### config.mk
export PLATFORM = sky130hd
export DESIGN_NAME = vector_issue_ctrl_flat
export DESIGN_NICKNAME = d
export VERILOG_FILES = /design/src/rtl/vector_issue_ctrl_if.sv /design/src/rtl/vector_issue_ctrl.sv /design/src/flat_wrapper.sv
export SDC_FILE = /design/constraint.sdc
export NUM_CORES = 1
export LEC_CHECK = 0
export CORE_UTILIZATION = 44
export CTS_BUF_LIST = sky130_fd_sc_hd__clkbuf_8
export DETAILED_ROUTE_END_ITERATION = 10
export DONT_BUFFER_PORTS = 1
export PLACE_DENSITY_LB_ADDON = 0.2
export SLEW_MARGIN = 20
export SYNTH_ARGS = -nofsm -noshare
export SYNTH_HDL_FRONTEND = slang
export SYNTH_SLANG_ARGS = --single-unit
### constraint.sdc
create_clock -name clk_i -period 9.6 [get_ports clk_i]
set_clock_uncertainty 0.05 [all_clocks]
set_input_delay 1.44 -clock clk_i [delete_from_list [all_inputs] [get_ports clk_i]]
set_output_delay 1.44 -clock clk_i [all_outputs]
set_load 0.05 [all_outputs]
### src/rtl/vector_issue_ctrl_if.sv
// Issue-controller bus: instruction handshake, broadcast operands to the lanes,
// lane completion/read streams and the response beat.
interface vector_issue_ctrl_if #(
  parameter int els_p      = 8,
  parameter int vlen_p     = 8,
  parameter int vdw_p      = 8,
  parameter int lanes_p    = 4,
  parameter int op_width_p = 4
);
  localparam int v_addr_width_lp     = (els_p  > 1) ? $clog2(els_p)  : 1;
  localparam int local_addr_width_lp = (vlen_p > 1) ? $clog2(vlen_p) : 1;

  logic                            instr_v_i;
  logic                            instr_ready_o;
  logic [op_width_p-1:0]           instr_op_i;
  logic [v_addr_width_lp-1:0]      instr_vd_i;
  logic [v_addr_width_lp-1:0]      instr_vs1_i;
  logic [v_addr_width_lp-1:0]      instr_vs2_i;
  logic [local_addr_width_lp-1:0]  instr_offset_i;
  logic [vdw_p-1:0]                instr_scalar_i;
  logic [vdw_p-1:0]                instr_wdata_i;

  logic [op_width_p-1:0]           op_o;
  logic                            start_o;
  logic [local_addr_width_lp-1:0]  w_addr_offset_o;
  logic [vdw_p-1:0]                scalar_o;
  logic [vdw_p-1:0]                w_data_o;
  logic [v_addr_width_lp-1:0]      vd_o;
  logic [v_addr_width_lp-1:0]      vs1_o;
  logic [v_addr_width_lp-1:0]      vs2_o;

  logic [lanes_p-1:0]              lane_done_i;
  logic [lanes_p-1:0]              lane_v_i;
  logic [lanes_p*vdw_p-1:0]        lane_r_data_i;

  logic                            resp_v_o;
  logic [vlen_p*vdw_p-1:0]         resp_data_o;
  logic                            resp_yumi_i;

  // master: upstream issuer plus lane array; slave: the controller
  modport master (
    output instr_v_i, instr_op_i, instr_vd_i, instr_vs1_i, instr_vs2_i,
           instr_offset_i, instr_scalar_i, instr_wdata_i,
           lane_done_i, lane_v_i, lane_r_data_i, resp_yumi_i,
    input  instr_ready_o, op_o, start_o, w_addr_offset_o, scalar_o, w_data_o,
           vd_o, vs1_o, vs2_o, resp_v_o, resp_data_o
  );

  modport slave (
    input  instr_v_i, instr_op_i, instr_vd_i, instr_vs1_i, instr_vs2_i,
           instr_offset_i, instr_scalar_i, instr_wdata_i,
           lane_done_i, lane_v_i, lane_r_data_i, resp_yumi_i,
    output instr_ready_o, op_o, start_o, w_addr_offset_o, scalar_o, w_data_o,
           vd_o, vs1_o, vs2_o, resp_v_o, resp_data_o
  );
endinterface

### src/rtl/vector_issue_ctrl.sv
// Single-instruction vector issue controller: broadcast start, gather lane
// done bits, reassemble read data and return one response beat.
module vic_lane_buf #(
  parameter int vdw_p     = 8,
  parameter int beats_lp  = 2,
  parameter int beat_w_lp = 2
) (
  input  logic                           clk_i,
  input  logic                           reset_i,
  input  logic                           clr,
  input  logic                           wr,
  input  logic [beat_w_lp-1:0]           beat,
  input  logic [vdw_p-1:0]               data,
  output logic [beats_lp-1:0][vdw_p-1:0] elems
);
  always_ff @(posedge clk_i or posedge reset_i) begin
    if (reset_i)  elems <= '0;
    else if (clr) elems <= '0;
    else if (wr) begin
      for (int b = 0; b < beats_lp; b++)
        if (beat == beat_w_lp'(b)) elems[b] <= data;
    end
  end
endmodule

module vector_issue_ctrl #(
  parameter int els_p      = 8,
  parameter int vlen_p     = 8,
  parameter int vdw_p      = 8,
  parameter int lanes_p    = 4,
  parameter int op_width_p = 4
) (
  input logic               clk_i,
  input logic               reset_i,
  vector_issue_ctrl_if.slave bus
);
  localparam int v_addr_width_lp     = (els_p  > 1) ? $clog2(els_p)  : 1;
  localparam int local_addr_width_lp = (vlen_p > 1) ? $clog2(vlen_p) : 1;
  localparam int beats_lp            = vlen_p / lanes_p;
  localparam int beat_w_lp           = $clog2(beats_lp + 1);

  localparam logic [1:0] IDLE  = 2'd0;
  localparam logic [1:0] ISSUE = 2'd1;
  localparam logic [1:0] BUSY  = 2'd2;
  localparam logic [1:0] RESP  = 2'd3;

  localparam logic [op_width_p-1:0] READ_OP = op_width_p'(4'b1000);

  typedef struct packed {
    logic [op_width_p-1:0]          op;
    logic [v_addr_width_lp-1:0]     vd;
    logic [v_addr_width_lp-1:0]     vs1;
    logic [v_addr_width_lp-1:0]     vs2;
    logic [local_addr_width_lp-1:0] offset;
    logic [vdw_p-1:0]               scalar;
    logic [vdw_p-1:0]               wdata;
  } operands_t;

  logic [1:0]           state_r, state_n;
  operands_t            ops_r;
  logic [lanes_p-1:0]   mask_r, mask_next;
  logic [beat_w_lp-1:0] beat_r;
  logic                 accept, collect, all_done;

  logic [lanes_p-1:0][beats_lp-1:0][vdw_p-1:0] lane_elems;
  logic [vlen_p*vdw_p-1:0]                     resp_data;
  logic                                        unused_lane_v;

  assign accept    = (state_r == IDLE) && bus.instr_v_i;
  assign mask_next = mask_r | bus.lane_done_i;
  assign all_done  = &mask_next;
  // lanes run in lockstep, so lane 0's valid paces every lane's beat
  assign collect   = (ops_r.op == READ_OP) && ((state_r == ISSUE) || (state_r == BUSY))
                     && bus.lane_v_i[0] && (beat_r < beat_w_lp'(beats_lp));
  assign unused_lane_v = ^bus.lane_v_i[lanes_p-1:1];

  always_comb begin
    state_n = state_r;
    case (state_r)
      IDLE:    if (bus.instr_v_i)   state_n = ISSUE;
      ISSUE:                        state_n = BUSY;
      BUSY:    if (all_done)        state_n = RESP;
      RESP:    if (bus.resp_yumi_i) state_n = IDLE;
      default:                      state_n = IDLE;
    endcase
  end

  always_ff @(posedge clk_i or posedge reset_i) begin
    if (reset_i) begin
      state_r <= IDLE;
      ops_r   <= '0;
      mask_r  <= '0;
      beat_r  <= '0;
    end else begin
      state_r <= state_n;
      if (accept) begin
        ops_r  <= '{op: bus.instr_op_i, vd: bus.instr_vd_i, vs1: bus.instr_vs1_i,
                    vs2: bus.instr_vs2_i, offset: bus.instr_offset_i,
                    scalar: bus.instr_scalar_i, wdata: bus.instr_wdata_i};
        mask_r <= '0;
        beat_r <= '0;
      end else begin
        if (state_r == BUSY) mask_r <= mask_next;
        if (collect)         beat_r <= beat_r + 1'b1;
      end
    end
  end

  for (genvar i = 0; i < lanes_p; i++) begin : g_lane
    vic_lane_buf #(.vdw_p(vdw_p), .beats_lp(beats_lp), .beat_w_lp(beat_w_lp)) u_buf (
      .clk_i   (clk_i),
      .reset_i (reset_i),
      .clr     (accept),
      .wr      (collect),
      .beat    (beat_r),
      .data    (bus.lane_r_data_i[i*vdw_p +: vdw_p]),
      .elems   (lane_elems[i])
    );
  end

  // element i + lanes_p*beat comes from lane i, beat slot 'beat'
  always_comb begin
    resp_data = '0;
    for (int i = 0; i < lanes_p; i++)
      for (int b = 0; b < beats_lp; b++)
        resp_data[(i + lanes_p*b)*vdw_p +: vdw_p] = lane_elems[i][b];
  end

  assign bus.instr_ready_o   = (state_r == IDLE);
  assign bus.start_o         = (state_r == ISSUE);
  assign bus.resp_v_o        = (state_r == RESP);
  assign bus.resp_data_o     = resp_data;
  assign bus.op_o            = ops_r.op;
  assign bus.vd_o            = ops_r.vd;
  assign bus.vs1_o           = ops_r.vs1;
  assign bus.vs2_o           = ops_r.vs2;
  assign bus.w_addr_offset_o = ops_r.offset;
  assign bus.scalar_o        = ops_r.scalar;
  assign bus.w_data_o        = ops_r.wdata;
endmodule

### src/flat_wrapper.sv
// flat-port wrapper written by rule: the top's interface ports become plain ports
module vector_issue_ctrl_flat 
#(
  parameter int els_p      = 8,
  parameter int vlen_p     = 8,
  parameter int vdw_p      = 8,
  parameter int lanes_p    = 4,
  parameter int op_width_p = 4
)
  (clk_i, reset_i, bus_instr_v_i, bus_instr_op_i, bus_instr_vd_i, bus_instr_vs1_i, bus_instr_vs2_i, bus_instr_offset_i, bus_instr_scalar_i, bus_instr_wdata_i, bus_lane_done_i, bus_lane_v_i, bus_lane_r_data_i, bus_resp_yumi_i, bus_instr_ready_o, bus_op_o, bus_start_o, bus_w_addr_offset_o, bus_scalar_o, bus_w_data_o, bus_vd_o, bus_vs1_o, bus_vs2_o, bus_resp_v_o, bus_resp_data_o);
  vector_issue_ctrl_if #(.els_p(els_p), .vlen_p(vlen_p), .vdw_p(vdw_p), .lanes_p(lanes_p), .op_width_p(op_width_p)) bus_i ();
  input logic clk_i;
  input logic reset_i;
  input wire logic [$bits(bus_i.instr_v_i)-1:0] bus_instr_v_i;
  input wire logic [$bits(bus_i.instr_op_i)-1:0] bus_instr_op_i;
  input wire logic [$bits(bus_i.instr_vd_i)-1:0] bus_instr_vd_i;
  input wire logic [$bits(bus_i.instr_vs1_i)-1:0] bus_instr_vs1_i;
  input wire logic [$bits(bus_i.instr_vs2_i)-1:0] bus_instr_vs2_i;
  input wire logic [$bits(bus_i.instr_offset_i)-1:0] bus_instr_offset_i;
  input wire logic [$bits(bus_i.instr_scalar_i)-1:0] bus_instr_scalar_i;
  input wire logic [$bits(bus_i.instr_wdata_i)-1:0] bus_instr_wdata_i;
  input wire logic [$bits(bus_i.lane_done_i)-1:0] bus_lane_done_i;
  input wire logic [$bits(bus_i.lane_v_i)-1:0] bus_lane_v_i;
  input wire logic [$bits(bus_i.lane_r_data_i)-1:0] bus_lane_r_data_i;
  input wire logic [$bits(bus_i.resp_yumi_i)-1:0] bus_resp_yumi_i;
  output wire logic [$bits(bus_i.instr_ready_o)-1:0] bus_instr_ready_o;
  output wire logic [$bits(bus_i.op_o)-1:0] bus_op_o;
  output wire logic [$bits(bus_i.start_o)-1:0] bus_start_o;
  output wire logic [$bits(bus_i.w_addr_offset_o)-1:0] bus_w_addr_offset_o;
  output wire logic [$bits(bus_i.scalar_o)-1:0] bus_scalar_o;
  output wire logic [$bits(bus_i.w_data_o)-1:0] bus_w_data_o;
  output wire logic [$bits(bus_i.vd_o)-1:0] bus_vd_o;
  output wire logic [$bits(bus_i.vs1_o)-1:0] bus_vs1_o;
  output wire logic [$bits(bus_i.vs2_o)-1:0] bus_vs2_o;
  output wire logic [$bits(bus_i.resp_v_o)-1:0] bus_resp_v_o;
  output wire logic [$bits(bus_i.resp_data_o)-1:0] bus_resp_data_o;
  assign bus_i.instr_v_i = bus_instr_v_i;
  assign bus_i.instr_op_i = bus_instr_op_i;
  assign bus_i.instr_vd_i = bus_instr_vd_i;
  assign bus_i.instr_vs1_i = bus_instr_vs1_i;
  assign bus_i.instr_vs2_i = bus_instr_vs2_i;
  assign bus_i.instr_offset_i = bus_instr_offset_i;
  assign bus_i.instr_scalar_i = bus_instr_scalar_i;
  assign bus_i.instr_wdata_i = bus_instr_wdata_i;
  assign bus_i.lane_done_i = bus_lane_done_i;
  assign bus_i.lane_v_i = bus_lane_v_i;
  assign bus_i.lane_r_data_i = bus_lane_r_data_i;
  assign bus_i.resp_yumi_i = bus_resp_yumi_i;
  assign bus_instr_ready_o = bus_i.instr_ready_o;
  assign bus_op_o = bus_i.op_o;
  assign bus_start_o = bus_i.start_o;
  assign bus_w_addr_offset_o = bus_i.w_addr_offset_o;
  assign bus_scalar_o = bus_i.scalar_o;
  assign bus_w_data_o = bus_i.w_data_o;
  assign bus_vd_o = bus_i.vd_o;
  assign bus_vs1_o = bus_i.vs1_o;
  assign bus_vs2_o = bus_i.vs2_o;
  assign bus_resp_v_o = bus_i.resp_v_o;
  assign bus_resp_data_o = bus_i.resp_data_o;
  vector_issue_ctrl #(.els_p(els_p), .vlen_p(vlen_p), .vdw_p(vdw_p), .lanes_p(lanes_p), .op_width_p(op_width_p)) u_core (.clk_i(clk_i), .reset_i(reset_i), .bus(bus_i));
endmodule
==> metrics.yaml, run 1 <==
place.port_buffers: 0
p_leak_uw: 0.00194
worstSetupStartpointType: "register"
mappedNetlistArea_um2: 4190
endpoint_kind: "output port"
num-nets-final: 468
core_region_area_um2: 9240
timing.final.crit_period_ps: 2930
cts_max_path_buffers: 2
totalWireLength_um: 9050
antenna_cells: 0
most_common_cell_after_layout_fill_and_taps_aside: "sky130_fd_sc_hd__nand2_1"
critical_path_required_ps: 8110
final.fill_count: 873
numClockSinks: 104
synth.top_cell.area_share: 0.621
critPathBufInv: 1
place_congestion: 0.695
synth_top_cells_by_area: "sky130_fd_sc_hd__dfrtp_1, sky130_fd_sc_hd__nand2_1, sky130_fd_sc_hd__mux2_2, sky130_fd_sc_hd__a21oi_1, sky130_fd_sc_hd__buf_2"
tritoncts.num_buffers: 9
total_number_of_vias: 2729
critical_path.cell_chain: "inv_1 -> ha_1"
crit_slowest_cell: "sky130_fd_sc_hd__ha_1"
drt.antenna.violating_nets: 0
detailedRoute.firstPassIterationCount: 4
pin_count: 175
mappedNetlistNets: 476
drt_drc_violations_left: 0
insertion_delay_ps: 360
postCtsSetupBuffers: 0
drt_first_iter_violations: 77
hpwl_um: 5820
max_stage_delay_on_crit_path_ps: 550
worst_margin_slew_ps: 722
row_count: 35
post-synth-top-area-cell: "sky130_fd_sc_hd__dfrtp_1"
timing.hold.ws_ps: 463
syn-instance-count: 394
finalCritPeriodShare: 0.305
grt.total_usage: 0.186
hp-class: "register to register"
post_cts_hold_buffer_count: 0
final_max_slew_viol_count: 0
cts_root_buf: "sky130_fd_sc_hd__clkbuf_8"
drive_gt1_frac: 0.148
reg2reg_from: "u_core.state_r[0]"
cell_depth_of_the_worst_hold_path: 2
maxCapViolCount: 0
vdd.ir_drop.worst_v: 0.000225
via_count_of_the_first_global_routing_pass: 2772
worst_ep_arrival_time_ps: 1440
timing.final.setup_violations: 0
highest_count_cells_in_the_layout_ignoring_fill_and_taps: "sky130_fd_sc_hd__nand2_1, sky130_fd_sc_hd__dfrtp_1, sky130_fd_sc_hd__a21oi_1"
timing.rr.end: "u_core.bus.w_data_o[3]"
cts.repair.resized: 0
achievable-frequency_ghz: 0.342
largest_net_degree_at_the_start_of_global_routing: 103
synth_seq_cells: 104
slew-limit-headroom: 0.518
crit_type: "register to output port"
initial_antenna_violation_count: 0
synth_cell_type_count: 20
die_area_um2: 9930
die_height_um: 99.6
ys_seq_area_frac: 0.621
worstHoldStart: "u_core.mask_r[0]"
path_clk_slew_ps: 110
r2r_setup_slack_ps: 6970
via_per_inst: 5.25
grt-ovfl-total: 0
floorplan.die.width_um: 99.6
hold_path_end: "u_core.mask_r[0]"
setup_repair_after_global_routing_missed_its_margin: "no"
tritoncts: "built"
final_hold_fails: 0
reg2reg_depth: 5
starting_density_of_the_core: 0.454
timing.setup.tns_ps: 0
synth_warnings: 0
ctsHtreeMaxLevel: 3
area.growth.synth_to_final_pct: 6.15
routed_wire_length_per_instance_um: 17.4
critical-path-top-delay-family: "adder cells"
power-per-cell-area_nw_per_um2: 378
worst-path-max-fanout: 4
post_synth.cell_area_avg_um2: 10.6
outcome: "complete, no violations"
grt_first_pass_wirelength_um: 14100
synth_stat cells (all sizes together):
cell type,number
and2,2
dfrtp,104
and3,2
nand2,129
o21ai,1
o22ai,2
xnor2,1
a21oi,71
mux2,33
nor2b,1
nand3,2
ha,6
nor3,2
nor2,6
inv,6
and4b,1
buf,25
tightest hold or removal path, delay by kind of cell, from the launching register on:
family	cells	cell delay, ps
compound gates	1	40
simple gates	1	80
flops	1	360
cell families after synthesis:
family	count (synthesis)	share of synthesized area
simple gates	145	0.137
flops	104	0.621
compound gates	74	0.0889
mux	33	0.0886
buf+inv	31	0.0453
fa+ha+maj	6	0.0179
xor+xnor	1	0.00209
final cells by class:
| cell class | count | area, um2 | area share |
|---|---|---|---|
| sequential | 104 | 2600 | 0.585 |
| multi-input combinational | 259 | 1400 | 0.315 |
| tap | 129 | 161 | 0.0363 |
| clock buffer | 9 | 124 | 0.0278 |
| clock inverter | 7 | 77.6 | 0.0174 |
| timing repair buffer | 6 | 57.6 | 0.0129 |
| inverter | 6 | 25.0 | 0.00562 |
worst max-delay path by stage:
stage / depth (start not counted) / slack, ps / to / from
floorplan: 1 / 5380 / u_core.beat_r[0] / reset_i
global route: 2 / 6600 / bus_instr_ready_o / u_core.state_r[0]
finish: 2 / 6670 / bus_instr_ready_o / u_core.state_r[0]
CTS: 2 / 6660 / bus_instr_ready_o / u_core.state_r[0]
global placement: 2 / 6650 / u_core.bus.w_addr_offset_o[1] / bus_instr_v_i
detailed placement: 2 / 6610 / u_core.bus.vs2_o[2] / bus_instr_v_i
registers in the layout, indices dropped and copies added, names as in the netlist:
signal	cells
u_core.bus.vd_o	3
u_core.bus.vs1_o	3
u_core.state_r	2
u_core.g_lane.u_buf.elems	64
u_core.bus.op_o	4
u_core.bus.w_data_o	8
u_core.beat_r	2
u_core.mask_r	4
u_core.bus.scalar_o	8
u_core.bus.w_addr_offset_o	3
u_core.bus.vs2_o	3
power breakdown:
part / internal (uW) / leakage (uW) / switching (uW) / total (uW)
Combinational: 136 / 0.000472 / 163 / 299
Sequential: 567 / 0.00137 / 538 / 1110
Clock: 125 / 0.000106 / 156 / 280
Total: 828 / 0.00194 / 857 / 1680
layer usage:
metal | track usage | vias to the layer above | wire, um
met5 | 0 | - | 0
met4 | 0.0656 | 0 | 135
met3 | 0.0773 | 12 | 806
met2 | 0.295 | 104 | 4370
met1 | 0.230 | 1343 | 3740
li1 | - | 1270 | -
stage by stage:
step | utilization | power, uW | cell area [um2] | setup WS, ps | std cells
2_1_floorplan | - | 1350 | 4190 | 5380 | 394
3_3_place_gp | 0.458 | 1400 | 4230 | 6650 | 503
3_5_place_dp | 0.458 | 1420 | 4230 | 6610 | 503
4_1_cts | 0.480 | 1700 | 4430 | 6660 | 519
5_1_grt | 0.482 | 1770 | 4450 | 6600 | 520
6_report | 0.482 | 1680 | 4450 | 6670 | 520
Power figures use the tool's default switching activity.
==> inputs of run 2 (changes only) <==
==> constraint.sdc (replaced) <==
create_clock -name clk_i -period 2.9 [get_ports clk_i]
set_clock_uncertainty 0.05 [all_clocks]
set_input_delay 0.435 -clock clk_i [delete_from_list [all_inputs] [get_ports clk_i]]
set_output_delay 0.435 -clock clk_i [all_outputs]
set_load 0.05 [all_outputs]
==> metrics.yaml, run 2 (same netlist as run 1, synthesis figures left out) <==
pin_count: 175
outcome: "complete, no violations"
routed_wire_length_per_instance_um: 16.9
final_hold_fails: 0
die_height_um: 99.6
drt.antenna.violating_nets: 0
numClockSinks: 104
post-layout-total-power_uw: 5570
post_cts_hold_buffer_count: 0
area.growth.synth_to_final_pct: 6.65
row_count: 35
initial_antenna_violation_count: 0
insertion_delay_ps: 350
starting_density_of_the_core: 0.454
final_max_slew_viol_count: 0
crit_slowest_cell: "sky130_fd_sc_hd__and2_4"
postCtsSetupBuffers: 0
endpoint_kind: "register"
maxCapViolCount: 0
grt_first_pass_wirelength_um: 14000
via_count_of_the_first_global_routing_pass: 2773
hp-class: "input pin to async pin"
cts_max_path_buffers: 2
floorplan.die.width_um: 99.6
die_area_um2: 9930
final.fill_count: 869
detailedRoute.firstPassIterationCount: 5
worstSetupStartpointType: "register"
critPathBufInv: 3
antenna_cells: 0
path_clk_slew_ps: 100
regMostFlops: "u_core.g_lane.u_buf.elems"
core_region_area_um2: 9240
via_per_inst: 5.24
placed_cells: 506
timing.setup.tns_ps: 0
hpwl_um: 5910
cts.repair.resized: 0
critical_path_required_ps: 3080
instances_no_fill: 522
power-per-cell-area_nw_per_um2: 1250
largest_net_degree_at_the_start_of_global_routing: 67
crit_type: "register to register"
timing.final.setup_violations: 0
cts_root_buf: "sky130_fd_sc_hd__clkbuf_8"
grt-ovfl-total: 0
most_common_cell_after_layout_fill_and_taps_aside: "sky130_fd_sc_hd__nand2_1"
utilization: 0.484
tritoncts.num_buffers: 9
worst_ep_arrival_time_ps: 2260
grt.total_usage: 0.184
drt_drc_violations_left: 0
worst-path-max-fanout: 52
p_leak_uw: 0.00195
place.port_buffers: 0
setup_repair_after_global_routing_missed_its_margin: "no"
largest_register_ff_count: 64
place_congestion: 0.717
achievable-frequency_ghz: 0.480
max_stage_delay_on_crit_path_ps: 590
total_number_of_vias: 2736
totalWireLength_um: 8840
postPlaceCellArea_um2: 4270
slew-limit-headroom: 0.458
drt_first_iter_violations: 67
timing.final.crit_period_ps: 2080
critical-path-top-delay-family: "buffers and inverters"
tritoncts: "built"
vdd.ir_drop.worst_v: 0.000634
finalCritPeriodShare: 0.718
ctsHtreeMaxLevel: 3
highest_count_cells_in_the_layout_ignoring_fill_and_taps: "sky130_fd_sc_hd__nand2_1, sky130_fd_sc_hd__dfrtp_1, sky130_fd_sc_hd__a21oi_1"
drive_gt1_frac: 0.150
layout.cell_area.non_filler_um2: 4470
num-nets-final: 470
critical_path.cell_chain: "inv_1 -> ha_1 -> buf_4 -> and2_4 -> buf_12 -> a21oi_1"
worst_margin_slew_ps: 814
-- run 2: worst paths after layout --
path | startpoint | end | slack [ps] | depth (start not counted)
worst min register to register | u_core.mask_r[1] | u_core.mask_r[1] | 460 | 2
worst max register to register | u_core.state_r[0] | u_core.g_lane[2].u_buf.elems[9] | 820 | 6
max in group asynchronous | reset_i | u_core.g_lane[3].u_buf.elems[11] | 2090 | 2
worst min-delay path | reset_i | u_core.bus.scalar_o[2] | 20 | 2
worst max-delay path | u_core.state_r[0] | u_core.g_lane[2].u_buf.elems[9] | 820 | 6
min in group clk_i | bus_lane_r_data_i[9] | u_core.g_lane[1].u_buf.elems[1] | 140 | 2
-- run 2: layout make-up --
cell class              instances  area, um2  area share
clock buffers                  10        138      0.0308
flip-flops and latches        104       2600       0.582
multi-input cells             259       1400       0.314
clock inverters                 6       68.8      0.0154
repair buffers                  8       72.6      0.0162
inverters                       6       26.3     0.00587
well taps                     129        161      0.0361
-- run 2: per-stage QoR --
stage / hold slack (ps) / setup slack (ps)
after CTS: 26.6 / 804
after global routing: 51.5 / 646
after detailed placement: 425 / 823
after global placement: 423 / 881
after floorplan: 413 / 799
final: 22.0 / 817
-- run 2: where the power goes --
part,total [uW],switching (uW),internal [uW]
combinational,996,541,455
clock,914,487,427
sequential,3660,1780,1880
-- run 2: layer usage --
layer,share of wire,global-route usage,up-vias,wire [um]
met5,0,0,-,0
met1,0.39,0.219,1351,3470
met4,0.0075,0.0475,0,66
met3,0.11,0.0885,5,984
met2,0.49,0.300,105,4330
li1,-,-,1275,-
==> inputs of run 3 (changes only) <==
==> constraint.sdc (replaced) <==
create_clock -name clk_i -period 1.85 [get_ports clk_i]
set_clock_uncertainty 0.05 [all_clocks]
set_input_delay 0.2775 -clock clk_i [delete_from_list [all_inputs] [get_ports clk_i]]
set_output_delay 0.2775 -clock clk_i [all_outputs]
set_load 0.05 [all_outputs]
==> metrics.yaml, run 3 (same netlist as run 1, synthesis figures left out) <==
achievable-frequency_ghz: 0.556
regMostFlops: "u_core.g_lane.u_buf.elems"
initial_antenna_violation_count: 0
maxCapViolCount: 0
place.port_buffers: 0
largest_net_degree_at_the_start_of_global_routing: 72
die_area_um2: 9930
outcome: "complete, no violations"
insertion_delay_ps: 360
final_hold_fails: 0
pin_count: 175
starting_density_of_the_core: 0.454
postPlaceCellArea_um2: 4430
cts_root_buf: "sky130_fd_sc_hd__clkbuf_8"
drt.antenna.violating_nets: 0
worst_margin_slew_ps: 554
core_region_area_um2: 9240
grt-ovfl-total: 0
grt.total_usage: 0.200
grt_first_pass_wirelength_um: 15200
area.growth.synth_to_final_pct: 26.4
timing.final.setup_violations: 0
timing.hold.ws_ps: 14.7
tritoncts.num_buffers: 9
drive_gt1_frac: 0.184
slew-limit-headroom: 0.631
tritoncts: "built"
timing.final.ws_setup_ps: 52.2
routed_wire_length_per_instance_um: 17.2
die_height_um: 99.6
row_count: 35
worst-path-max-fanout: 16
floorplan.die.width_um: 99.6
crit_type: "register to register"
layout.cell_area.non_filler_um2: 5300
final_max_slew_viol_count: 0
numClockSinks: 104
drt_first_iter_violations: 104
hpwl_um: 6150
preCtsSetupSlack_ps: 34.8
finalCritPeriodShare: 0.972
power-per-cell-area_nw_per_um2: 1720
endpoint_kind: "register"
highest_count_cells_in_the_layout_ignoring_fill_and_taps: "sky130_fd_sc_hd__nand2_1, sky130_fd_sc_hd__dfrtp_1, sky130_fd_sc_hd__a21oi_1"
p_leak_uw: 0.00229
path_clk_slew_ps: 100
antenna_cells: 0
placed_cells: 515
num-nets-final: 539
vdd.ir_drop.worst_v: 0.00122
most_common_cell_after_layout_fill_and_taps_aside: "sky130_fd_sc_hd__nand2_1"
drt_drc_violations_left: 0
largest_register_ff_count: 64
totalWireLength_um: 10100
timing.final.crit_period_ps: 1800
critical_path_required_ps: 2080
worstSetupStartpointType: "register"
hp-class: "input pin to register"
place_congestion: 0.727
cts_max_path_buffers: 2
detailedRoute.firstPassIterationCount: 4
worst_ep_arrival_time_ps: 2030
via_count_of_the_first_global_routing_pass: 3051
instances_no_fill: 591
timing.setup.tns_ps: 0
total_number_of_vias: 3013
final.fill_count: 804
ctsHtreeMaxLevel: 3
via_per_inst: 5.10
[run 3: cell count changes in the layout (fill, tap and decap cells not counted), moves of 2 or more]
cell	before	now
sky130_fd_sc_hd__a21oi_1	71	67
sky130_fd_sc_hd__a21oi_2	0	4
sky130_fd_sc_hd__and3_1	2	0
sky130_fd_sc_hd__and3_4	0	2
sky130_fd_sc_hd__buf_12	1	8
sky130_fd_sc_hd__buf_4	7	12
sky130_fd_sc_hd__clkbuf_16	0	3
sky130_fd_sc_hd__clkinvlp_4	3	1
sky130_fd_sc_hd__dlygate4sd3_1	0	54
sky130_fd_sc_hd__inv_1	6	4
sky130_fd_sc_hd__inv_6	0	2
[run 3: area by class of cell]
cell class / count / area [um2] / share of cell area
clock buffers: 11 / 151 / 0.0286
repair buffers: 77 / 866 / 0.163
multi-input cells: 259 / 1450 / 0.273
clock inverters: 5 / 46.3 / 0.00873
flip-flops and latches: 104 / 2600 / 0.491
well taps: 129 / 161 / 0.0304
inverters: 6 / 26.3 / 0.00496
[run 3: where the power goes]
group / switching [uW] / internal (uW)
clock network: 799 / 588
registers: 2620 / 2950
logic: 1150 / 1020
total: 4560 / 4560
[run 3: final timing paths]
| kind | startpoint | end | slack, ps | cells after the start |
|---|---|---|---|---|
| max | u_core.state_r[0] | u_core.g_lane[3].u_buf.elems[8] | 50 | 7 |
| min | bus_instr_wdata_i[4] | u_core.bus.w_data_o[4] | 10 | 1 |
| min reg2reg | u_core.mask_r[0] | u_core.mask_r[0] | 460 | 2 |
| max in group asynchronous | reset_i | u_core.state_r[0] | 960 | 3 |
| min in group asynchronous | reset_i | u_core.g_lane[0].u_buf.elems[4] | 460 | 3 |
| max reg2reg | u_core.state_r[0] | u_core.g_lane[3].u_buf.elems[8] | 50 | 7 |
[run 3: through the flow]
| step | utilization | total power, uW |
|---|---|---|
| 6_report | 0.574 | 9120 |
| 4_1_cts | 0.550 | 9080 |
| 2_1_floorplan | - | 7030 |
| 3_5_place_dp | 0.480 | 7600 |
| 3_3_place_gp | 0.480 | 7520 |
| 5_1_grt | 0.574 | 9560 |
[run 3: layer usage]
layer / wire length, um / vias to the layer above / share of wire / global-route usage
met3: 835 / 14 / 0.082 / 0.0766
met2: 5070 / 102 / 0.50 / 0.333
li1: - / 1410 / - / -
met4: 135 / 0 / 0.013 / 0.0667
met5: 0 / - / 0 / 0
met1: 4110 / 1487 / 0.40 / 0.238
[run 3: worst max-delay path, stage by stage, from the launching register on]
cell	delay (ps)
sky130_fd_sc_hd__dfrtp_1	390
sky130_fd_sc_hd__inv_1	110
sky130_fd_sc_hd__ha_4	270
sky130_fd_sc_hd__and4b_2	280
sky130_fd_sc_hd__and3_4	240
sky130_fd_sc_hd__clkbuf_16	200
sky130_fd_sc_hd__nand2_1	70
sky130_fd_sc_hd__a21oi_1	120
[run 3: what timing repair did]
action                     in CTS  in global routing
setup buffers                   0                  3
hold buffers                   45                  9
setup endpoints to repair       0                 64
hold endpoints to repair      180                  9
resized for setup               0                 11
